`src/rtl/row_buf_pkg.sv`:
```
// Shared widths and FSM encoding for the row buffer block.
package row_buf_pkg;
  localparam int ROW_W     = 70;
  localparam int N_ROWS    = 12;
  localparam int ROW_IDX_W = 4;

  typedef enum logic {
    FILL  = 1'b0,
    DRAIN = 1'b1
  } state_t;
endpackage

```
`src/rtl/row_buf_mem.sv`:
```
// 12-entry row storage: one write port, one combinational read port, no reset.
module row_mem
  import row_buf_pkg::*;
(
  input  logic                 clk,
  input  logic                 we,
  input  logic [ROW_IDX_W-1:0] waddr,
  input  logic [ROW_W-1:0]     wdata,
  input  logic [ROW_IDX_W-1:0] raddr,
  output logic [ROW_W-1:0]     rdata
);
  logic [ROW_W-1:0] mem [N_ROWS];

  // Write port; contents are only meaningful once a row has been stored.
  always_ff @(posedge clk) begin
    if (we) mem[waddr] <= wdata;
  end

  assign rdata = mem[raddr];
endmodule

```
`src/rtl/row_buf.sv`:
```
// Collects rows 1..12 of a frame, then presents them one per handshake.
module row_buf
  import row_buf_pkg::*;
(
  input  logic                 clk,
  input  logic                 rst,
  input  logic                 load,
  input  logic [ROW_W-1:0]     din,
  input  logic [ROW_IDX_W-1:0] row,
  input  logic                 out_ready,
  input  logic                 clr_err,
  output logic                 out_valid,
  output logic [ROW_W-1:0]     out_data,
  output logic [ROW_IDX_W-1:0] out_row,
  output logic                 frame_done,
  output logic                 seq_err,
  output logic                 busy
);
  localparam logic [ROW_IDX_W-1:0] LAST_ROW = ROW_IDX_W'(N_ROWS);
  localparam logic [ROW_IDX_W-1:0] LAST_RD  = ROW_IDX_W'(N_ROWS - 1);

  state_t               state, state_nxt;
  logic [ROW_IDX_W-1:0] exp_q;   // next row expected in FILL (1..12)
  logic [ROW_IDX_W-1:0] rd_q;    // entry currently presented in DRAIN (0..11)

  logic                 in_seq, restart, err_evt, last_row, hs, hs_last;
  logic                 mem_we;
  logic [ROW_IDX_W-1:0] mem_waddr, mem_raddr;
  logic [ROW_W-1:0]     mem_rdata;

  // Event decode for the current cycle.
  always_comb begin
    in_seq   = load && (state == FILL) && (row == exp_q);
    restart  = load && (state == FILL) && (row != exp_q) && (row == 4'd1);
    err_evt  = load && ((state == DRAIN) || (row != exp_q));
    last_row = in_seq && (exp_q == LAST_ROW);
    hs       = (state == DRAIN) && out_valid && out_ready;
    hs_last  = hs && (rd_q == LAST_RD);
  end

  // State register.
  always_ff @(posedge clk) begin
    if (rst) state <= FILL;
    else     state <= state_nxt;
  end

  // Next-state logic.
  always_comb begin
    state_nxt = state;
    case (state)
      FILL:    if (last_row) state_nxt = DRAIN;
      DRAIN:   if (hs_last)  state_nxt = FILL;
      default: state_nxt = FILL;
    endcase
  end

  // Storage port control. In FILL the read port pre-fetches entry 0 so the
  // first word is ready the cycle after row 12 lands; in DRAIN it looks ahead
  // to the following entry so handshakes stream without bubbles.
  always_comb begin
    mem_we    = (in_seq || restart) && !rst;
    mem_waddr = row - 4'd1;
    mem_raddr = '0;
    if (state == DRAIN && rd_q != LAST_RD) mem_raddr = rd_q + 4'd1;
  end

  row_mem u_mem (
    .clk   (clk),
    .we    (mem_we),
    .waddr (mem_waddr),
    .wdata (din),
    .raddr (mem_raddr),
    .rdata (mem_rdata)
  );

  // Sequence counters, output word register and status flags.
  always_ff @(posedge clk) begin
    if (rst) begin
      exp_q      <= 4'd1;
      rd_q       <= '0;
      out_valid  <= 1'b0;
      out_data   <= '0;
      out_row    <= '0;
      frame_done <= 1'b0;
      seq_err    <= 1'b0;
    end else begin
      frame_done <= last_row;
      // An error in the same cycle as clr_err wins.
      if (err_evt)      seq_err <= 1'b1;
      else if (clr_err) seq_err <= 1'b0;

      if (state == FILL) begin
        if (last_row) begin
          exp_q     <= 4'd1;
          out_valid <= 1'b1;
          out_data  <= mem_rdata;
          out_row   <= 4'd1;
        end else if (in_seq) begin
          exp_q <= exp_q + 4'd1;
        end else if (restart) begin
          exp_q <= 4'd2;
        end
      end else if (hs) begin
        if (hs_last) begin
          rd_q      <= '0;
          out_valid <= 1'b0;
        end else begin
          rd_q     <= rd_q + 4'd1;
          out_data <= mem_rdata;
          out_row  <= rd_q + 4'd2;
        end
      end
    end
  end

  assign busy = (state == DRAIN);
endmodule

```
`config.mk`:
```
export PLATFORM = sky130hd
export DESIGN_NAME = row_buf
export DESIGN_NICKNAME = d
export VERILOG_FILES = /design/src/rtl/row_buf_pkg.sv /design/src/rtl/row_buf_mem.sv /design/src/rtl/row_buf.sv
export SDC_FILE = /design/constraint.sdc
export NUM_CORES = 1
export LEC_CHECK = 0
export CAP_MARGIN = 20
export CORE_ASPECT_RATIO = 0.8
export CORE_MARGIN = 2
export CORE_UTILIZATION = 45
export CTS_BUF_LIST = sky130_fd_sc_hd__clkbuf_8
export CTS_CLUSTER_SIZE = 30
export DETAILED_ROUTE_END_ITERATION = 12
export PLACE_DENSITY = 0.64
export SLEW_MARGIN = 10
export SYNTH_ARGS = -nofsm -noshare
export SYNTH_HDL_FRONTEND = slang
export SYNTH_SLANG_ARGS = --single-unit
```
`constraint.sdc`:
```
create_clock -name clk -period 13.5 [get_ports clk]
set_input_delay 1.35 -clock clk [delete_from_list [all_inputs] [get_ports clk]]
set_output_delay 1.35 -clock clk [all_outputs]
set_load 0.005 [all_outputs]
```
== Yosys cells after proc, flatten, opt, wreduce, memory -nomap -nowiden ==
Memory sizes are Yosys's and may differ from the RTL's.
Index checks and enable logic that the tools add are counted.
Storage, ports and cells
  bits in registers: 86
  bits in writable memories: 840
  bits of input ports: 79
  output and inout port bits: 78
  word-level logic and storage cells: 68
  memories: 1
Memory list
  u_mem.mem: depth 12, width 70, rd ports 1, clocked after Yosys merged registers in 0, write ports 1, RTL line row_buf_mem.sv:12  | logic [ROW_W-1:0] mem [N_ROWS];
Operators by class
  $add $sub $neg: 4
  eq/ne operators: 9
  mux-type cells: 24
  bitwise gates (word level): 1
  reductions and logical operators: 21
Operators with widths (number)
  70-bit two-way mux: 4
  4-bit two-way mux: 9
  1-bit logical AND: 11
  1-bit two-way mux: 10
  4-bit by 1-bit adder with 4-bit output, second input constant: 2
  4-bit equality test, second input constant: 2
  3-bit AND reduction: 2
  4-bit by 2-bit adder with 4-bit output, second input constant: 1
  4-bit by 1-bit equality test with 1-bit output, second input constant: 1
  4-bit equality test: 1
  2-bit by 1-bit != test with 1-bit output, second input constant: 2
  4-bit != test: 1
  4-bit != test, second input constant: 1
  2-bit AND reduction: 2
  2-bit nonzero test: 2
  4-bit by 1-bit subtractor with 4-bit output, second input constant: 1
  3-bit nonzero test: 1
  1-bit logical OR: 2
  2-bit != test, second input constant: 1
  1-bit one-hot mux with 2 select lines: 1
  1-bit logical NOT: 1
  1-bit NOT: 1

== Logic depth before layout (Yosys ltp) ==
Gate-level depths: netlist of the first run.
  depth after elaboration: 8
  gate-level depth with buffers: 9
  gate-level depth less buffers: 7

== Hierarchy ==
From an unflattened synthesis of the first run, not the netlist that was laid out.
Second synthesis, totals
  cells, all modules: 1900
  area total of the unflattened synthesis: 36882.9 µm²
Modules (own cells, without submodules)
  row_mem: instances 1, cells an instance 1359, area each 31986.9 µm², sequential area each 25224.2 µm²
  row_buf: instances 1, cells an instance 541, area each 4895.9 µm², sequential area each 1721.7 µm²

== Worst setup path after synthesis of the first run ==
OpenSTA, ideal clock, no wires.
  path type: in2reg
  from: input row[1]
  to: memory u_mem.mem[3][0] (enable)
  setup time: 0.585 ns
  arrival: 7.358 ns
  required time: 12.915 ns
  slack: 5.557 ns
  stages: 6
  path buffers: 1
  cells stage by stage: xnor2_1 -> nand4_2 -> or2_1 -> buf_6 -> or4b_4 -> nor3_1
Between the ends
  cells in the longest elaborated chain, start to end: 7
  elaborated cells on any way between the ends: 11
  classes of those cells: add/sub (1); eq/ne (3); mux (2); reduce/logical (5)
Ends and longest elaborated chain
  start, declared: RTL line row_buf.sv:9  | input logic [ROW_IDX_W-1:0] row,
  4-bit != test: RTL line row_buf.sv:34  | restart = load && (state == FILL) && (row != exp_q) && (row == 4'd1);
  1-bit logical AND (2 in series): RTL line row_buf.sv:34
  1-bit logical OR: RTL line row_buf.sv:61  | mem_we = (in_seq || restart) && !rst;
  1-bit logical AND: RTL line row_buf.sv:61
  1-bit two-way mux: RTL line row_buf_mem.sv:16  | if (we) mem[waddr] <= wdata;
  1-bit two-way mux (not written as such): RTL line row_buf_mem.sv:16
  end, declared: RTL line row_buf_mem.sv:12
Several ways; a longest one is shown, not always the timed one.

== Final worst setup path of the first run ==
  from: input row[3]
  to: memory u_mem.mem[11][23] (enable)
The elaborated chain is that of the path after synthesis.

==> out/results.txt, run 1 <==
Synth top area share -> 71.4%
drt initial violations -> 1,960
CTS tree -> built
RSZ-0062 raised after global routing -> no
row count -> 91
clock power share -> 40.8%
WP buf/inv -> 2
final global-route overflow total -> 0
power per standard cell area -> 134 nW/um^2
top cells by area, synth -> edfxtp_1 71%, nand2_1 6.1%, nand3_1 5.0%, dfxtp_1 4.9%, mux4_2 4.5%
Hold-fix buffers, CTS -> 0
vias in the first global route -> 21,300
Sw Share -> 20.8%
mapped cell area -> 35,300 sq um
mux cell area share after synthesis -> 4.46%
cts repair resizes -> 0
YS warnings -> 0
largest net degree at the start of global routing -> 162
CP Data Arrival Time -> 4.92 ns
Die Wd -> 317 um
clk_skew -> 0.0301 ns
die area -> 80,800 sq um
Compound-Gate Fraction of Synth Area -> 4.04%
Critical Path Max Stage Delay -> 0.88 ns
ys async rst share -> 0%
Die H -> 255 um
Wirelength per Cell -> 22.6 um
P_leak -> 0.0132 uW
Core ar. -> 77,400 sq um
adder-cell share of the synthesized area -> 0.142%
Syn Inst Count -> 2,386
Final Cycle Share -> 33.6%
Flop pwr share -> 57.8%
Max VDD drop -> 0.0000868 V
CP Capture Type -> flop
Tmin final -> 4.53 ns
number of register bits inferred by synthesis -> 926
clock sink total -> 926
# fillers -> 6,283
Final HPWL DP -> 42.5 mm
Slew @ Worst Pin -> 1.10 ns
antenna violations before repair -> 8
gr usage total -> 21.0%
first-pass GRT wire length -> 127 mm
# DRC -> 0
port bufs -> 156
most common cell in the netlist -> edfxtp_1
largest family of logic cells by synthesized area -> simple AND/OR/NAND/NOR gates
simple-gate share of the synthesized area -> 12.8%
relative slew slack -> 26.8%
DR vias/cell -> 5.64
worst-skew pair later-pin latency -> 0.81 ns
Pint -> 4290 uW
Psw -> 1130 uW
Root Buffer -> clkbuf_8
crit start category -> primary input
Clock Pin Slew Worst Setup and Hold Paths -> 0.06 ns
Max-Cap Viols -> 0
Post-Synthesis Net Count -> 2,469
Worst Path Class, Setup -> in -> reg
top_reg_cell synth -> edfxtp_1
Final Core Density -> 52.4%
Comb pwr share -> 1.5%
DR vias -> 20,900
crit path cell chain -> clkdlybuf4s50_1 > xnor2_1 > nand4_2 > or2_1 > or4b_4 > nor2_4 > buf_4
sum of negative setup slack -> 0 ns
drt pass-1 iters -> 5
total setup buffers inserted after CTS -> 0
final setup vio count -> 0
fin nets -> 2,649
IO Count -> 157
CTS Buf Count -> 143
Hold WC Path Type -> reg -> reg
overall routed net length -> 83.9 mm
slowest CP cell -> buf_4
post-synth cell types -> 44
GP Congestion -> 0.789
number of synthesized flops with an enable pin -> 840
Final Hold Vio Count -> 0
share of cells above drive strength 1 -> 11.7%
H-tree levels -> 4
Max FO, Critical Path -> 52
DP Worst Slack -> 8.20 ns
post-synthesis sequential area ratio -> 76.3%
fin. max-slew vios -> 0
cell family with most CP delay -> simple AND/OR/NAND/NOR gates
syn_area_per_cell -> 14.8 sq um
Layout area overhead -> 14.9%
data required time of the worst path -> 13.89 ns
fin worst setup slack -> 8.97 ns
Synth top cells by count -> 840 x edfxtp_1, 570 x nand2_1, 354 x nand3_1
CTS max path bufs -> 3
Initial Util -> 45.6%
Max Clock Freq -> 0.221 GHz
remaining antenna violation count after routing -> 0
outcome -> completed
Synth area leader -> edfxtp_1
Post-Synth XOR/XNOR Area -> 0.124%
## worst register-to-register path, stage by stage (launching register included)
cell and delay (ns):
dfxtp_1 0.51, ha_1 0.31, nor3b_1 0.53, o21a_4 0.53, buf_4 0.80, buf_4 0.69
nand3_1 0.17, a32oi_1 0.32, a311oi_1 0.14
## state kept, by name, indices dropped and copies added, names as in the netlist
name,count
seq_err,1
frame_done,1
rd_q,4
busy,1
exp_q,4
out_row,4
out_valid,1
u_mem.mem,840
out_data,70
## final cells by class
class / count / area, sq um / area share, %
antenna: 1 / 2.50 / 0.00617
clock buffer: 158 / 2170 / 5.36
clock inverter: 104 / 546 / 1.34
inverter: 4 / 15.0 / 0.0370
multi-input combinational: 1297 / 7740 / 19.1
sequential: 926 / 26900 / 66.4
tap: 1023 / 1280 / 3.15
timing repair buffer: 194 / 1880 / 4.64
## cells by family after synthesis
kind of cell               Yosys count
and+or+nand+nor                   1049
AOI/OAI and AO/OA                  169
xor gates and xnor gates             5
buffers and inverters              163
adders and majority gates            4
muxes                               70
DFF                                926
## per-layer routing
layer	track usage, %	share of wire (%)	vias to the layer above
met5	0	0.10	-
met4	7.50	2.1	14
met3	5.03	7.7	149
met2	32.4	47	772
met1	29.1	43	10600
li1	-	-	9416
## placed cells by master, fill, tap and decap left out, types with 3 or more instances in the layout
master           instances
clkinvlp_4               4
clkinv_2                 9
nor2b_1                  3
xnor2_1                  3
edfxtp_1               840
nor3_1                   5
nor2_4                   9
nand2b_1                 3
bufinv_16                3
a32oi_1                 71
nand2_1                570
inv_1                   54
clkinv_1                31
dfxtp_1                 86
a311oi_1                72
ha_1                     4
clkbuf_8               158
buf_12                   3
nand3_1                354
o21ai_0                  3
nor2_1                  81
a21oi_1                 12
clkdlybuf4s50_1        155
nor3_2                   3
buf_4                   36
inv_8                    3
mux4_2                  70
## final timing paths
check	start	to	slack, ns	cells after the start
hold / removal	seq_err$_SDFFE_PP0P_	seq_err$_SDFFE_PP0P_	0.49	2
hold reg to reg	seq_err$_SDFFE_PP0P_	seq_err$_SDFFE_PP0P_	0.49	2
setup / recovery	row[3]	u_mem.mem[11][23]$_DFFE_PP_	8.97	7
setup reg to reg	rd_q[0]$_SDFFE_PP0P_	out_data[66]$_SDFFE_PP0P_	9.35	8
## power by group through the flow
stage	combinational [uW]	sequential (uW)	clock, uW
6_report	78.9	3130	2210
5_1_grt	85.5	3130	2380
4_1_cts	79.4	3130	2270
3_5_place_dp	79.1	3190	0
3_3_place_gp	75.5	3190	0
2_1_floorplan	13.6	3190	0
## through the flow
| stage | hold slack, ns | cell area, sq um | power [uW] | std cells |
|---|---|---|---|---|
| after global routing | 0.507 | 40600 | 5600 | 3707 |
| after detailed placement | 0.484 | 37800 | 3270 | 3443 |
| after CTS | 0.499 | 40600 | 5480 | 3705 |
| after floorplan | 0.461 | 35300 | 3210 | 2386 |
| final | 0.486 | 40600 | 5420 | 3707 |
| after global placement | 0.462 | 37800 | 3270 | 3443 |
Power figures use the tool's default switching activity.
==> run 2, diff against run 1 <==
--- a/config.mk
+++ b/config.mk
@@ -12,7 +12,7 @@
 export CTS_BUF_LIST = sky130_fd_sc_hd__clkbuf_8
 export CTS_CLUSTER_SIZE = 30
 export DETAILED_ROUTE_END_ITERATION = 12
-export PLACE_DENSITY = 0.64
+export PLACE_DENSITY = 0.67
 export SLEW_MARGIN = 10
 export SYNTH_ARGS = -nofsm -noshare
 export SYNTH_HDL_FRONTEND = slang
==> constraint.sdc (replaced) <==
create_clock -name clk -period 4 [get_ports clk]
set_input_delay 0.4 -clock clk [delete_from_list [all_inputs] [get_ports clk]]
set_output_delay 0.4 -clock clk [all_outputs]
set_load 0.005 [all_outputs]
==> out/results.txt, run 2 (synthesis results as in run 1) <==
Core ar. -> 77,400 sq um
Max FO, Critical Path -> 30
die area -> 80,800 sq um
H-tree levels -> 4
fin. max-slew vios -> 0
Final Hold Vio Count -> 0
worst-skew pair later-pin latency -> 0.77 ns
leading cell type in the layout, fill and taps excluded -> edfxtp_1
Worst R2R Path Depth -> 6
top flop regs -> u_mem.mem x840, out_data x70
P_leak -> 0.0135 uW
Hold WS -> 0.0988 ns
clk_skew -> 0.0340 ns
Final Cycle Share -> 76.6%
# DRC -> 0
vias in the first global route -> 21,100
crit start category -> flop
Max Clock Freq -> 0.326 GHz
Hold EP -> seq_err$_SDFFE_PP0P_
Worst Path Class, Setup -> reg -> reg
CP Capture Type -> flop
relative slew slack -> 37.8%
hold wc startpoint -> rst
IO Count -> 157
overall routed net length -> 83.0 mm
cts repair resizes -> 0
data required time of the worst path -> 4.43 ns
drt pass-1 iters -> 5
Slew @ Worst Pin -> 0.933 ns
DR vias/cell -> 5.59
Final Core Density -> 53.2%
remaining antenna violation count after routing -> 0
Root Buffer -> clkbuf_8
CTS tree -> built
Final HPWL DP -> 46.3 mm
Max VDD drop -> 0.000341 V
Initial Util -> 45.6%
Tmin final -> 3.06 ns
Die H -> 255 um
final global-route overflow total -> 0
fin nets -> 2,678
CTS Buf Count -> 145
Worst R2R End -> u_mem.mem[4][52]$_DFFE_PP_
Hold-fix buffers, CTS -> 0
GP Congestion -> 0.780
Min-Delay Path Depth -> 2
most frequent cells in the layout -> 840 x edfxtp_1, 570 x nand2_1, 354 x nand3_1, 155 x clkdlybuf4s50_1, 154 x clkbuf_8
RSZ-0062 raised after global routing -> no
power per standard cell area -> 441 nW/um^2
largest reg by FF count -> u_mem.mem
outcome -> completed
flop2flop setup slack -> 0.94 ns
row count -> 91
CP Data Arrival Time -> 3.50 ns
port bufs -> 156
antenna violations before repair -> 7
total setup buffers inserted after CTS -> 0
share of cells above drive strength 1 -> 12.5%
first-pass GRT wire length -> 126 mm
drt initial violations -> 1,875
largest net degree at the start of global routing -> 94
Clock Pin Slew Worst Setup and Hold Paths -> 0.06 ns
Layout area overhead -> 16.6%
reg-to-reg startpoint -> busy$_SDFF_PP0_
DR vias -> 20,900
clock sink total -> 926
Max-Cap Viols -> 0
Wirelength per Cell -> 22.2 um
max reg flops -> 840
CTS max path bufs -> 3
final setup vio count -> 0
gr usage total -> 20.7%
Hold WC Path Type -> in -> reg
Die Wd -> 317 um
## run 2: changes by cell type in the layout (fill, tap and decap cells not counted), sizes merged
cell,change
buf,+27
bufinv,-1
inv,+12
diode,+2
clkinvlp,+5
clkinv,-8
clkbuf,-4
## run 2: how the worst max path moves through the flow
stage / start / endpoint / slack (ns) / depth (start not counted)
detailed placement: row[1] / u_mem.mem[11][39]$_DFFE_PP_ / 0.55 / 7
finish: busy$_SDFF_PP0_ / u_mem.mem[4][52]$_DFFE_PP_ / 0.94 / 6
CTS: busy$_SDFF_PP0_ / u_mem.mem[11][52]$_DFFE_PP_ / 0.95 / 6
global placement: row[1] / u_mem.mem[11][39]$_DFFE_PP_ / 0.58 / 7
global route: busy$_SDFF_PP0_ / u_mem.mem[4][52]$_DFFE_PP_ / 0.84 / 6
floorplan: row[1] / u_mem.mem[11][0]$_DFFE_PP_ / -1.09 / 6
## run 2: worst max-delay path, stage by stage (launching register included)
cell     delay [ns]
dfxtp_1        0.51
nor2b_1        0.27
nand4_2        0.22
or2_1          0.38
or4b_4         0.59
nor2_4         0.43
buf_12         0.31
## run 2: per-stage QoR
stage	worst slack [ns]	TNS (ns)	instances	area (sq um)	power, uW
after detailed placement	0.552	0	3471	38500	11000
after global placement	0.581	0	3471	38500	11000
after global routing	0.840	0	3739	41200	18700
final	0.936	0	3740	41200	18100
after CTS	0.947	0	3737	41200	18300
after floorplan	-1.09	-211.45	2386	35400	10800
## run 2: layout make-up
class,count,area (sq um)
sequential,926,26900
multi-input combinational,1297,7760
inverter,4,15.0
tap,1023,1280
fill,6240,36300
clock inverter,112,548
clock buffer,154,2120
antenna,3,7.51
timing repair buffer,221,2480
## run 2: report_power, final
part | switching, uW | internal, uW
combinational | 189 | 89.5
sequential | 5.53 | 10600
clock | 3600 | 3700
## run 2: per-layer routing
metal | GRT usage (%) | up-vias | wire length (um) | share of wire [%]
met5 | 0 | - | 35 | 0.042
li1 | - | 9478 | - | -
met2 | 34.1 | 864 | 40800 | 49
met3 | 4.07 | 150 | 5900 | 7.1
met1 | 27.4 | 10400 | 34200 | 41
met4 | 7.58 | 6 | 2090 | 2.5
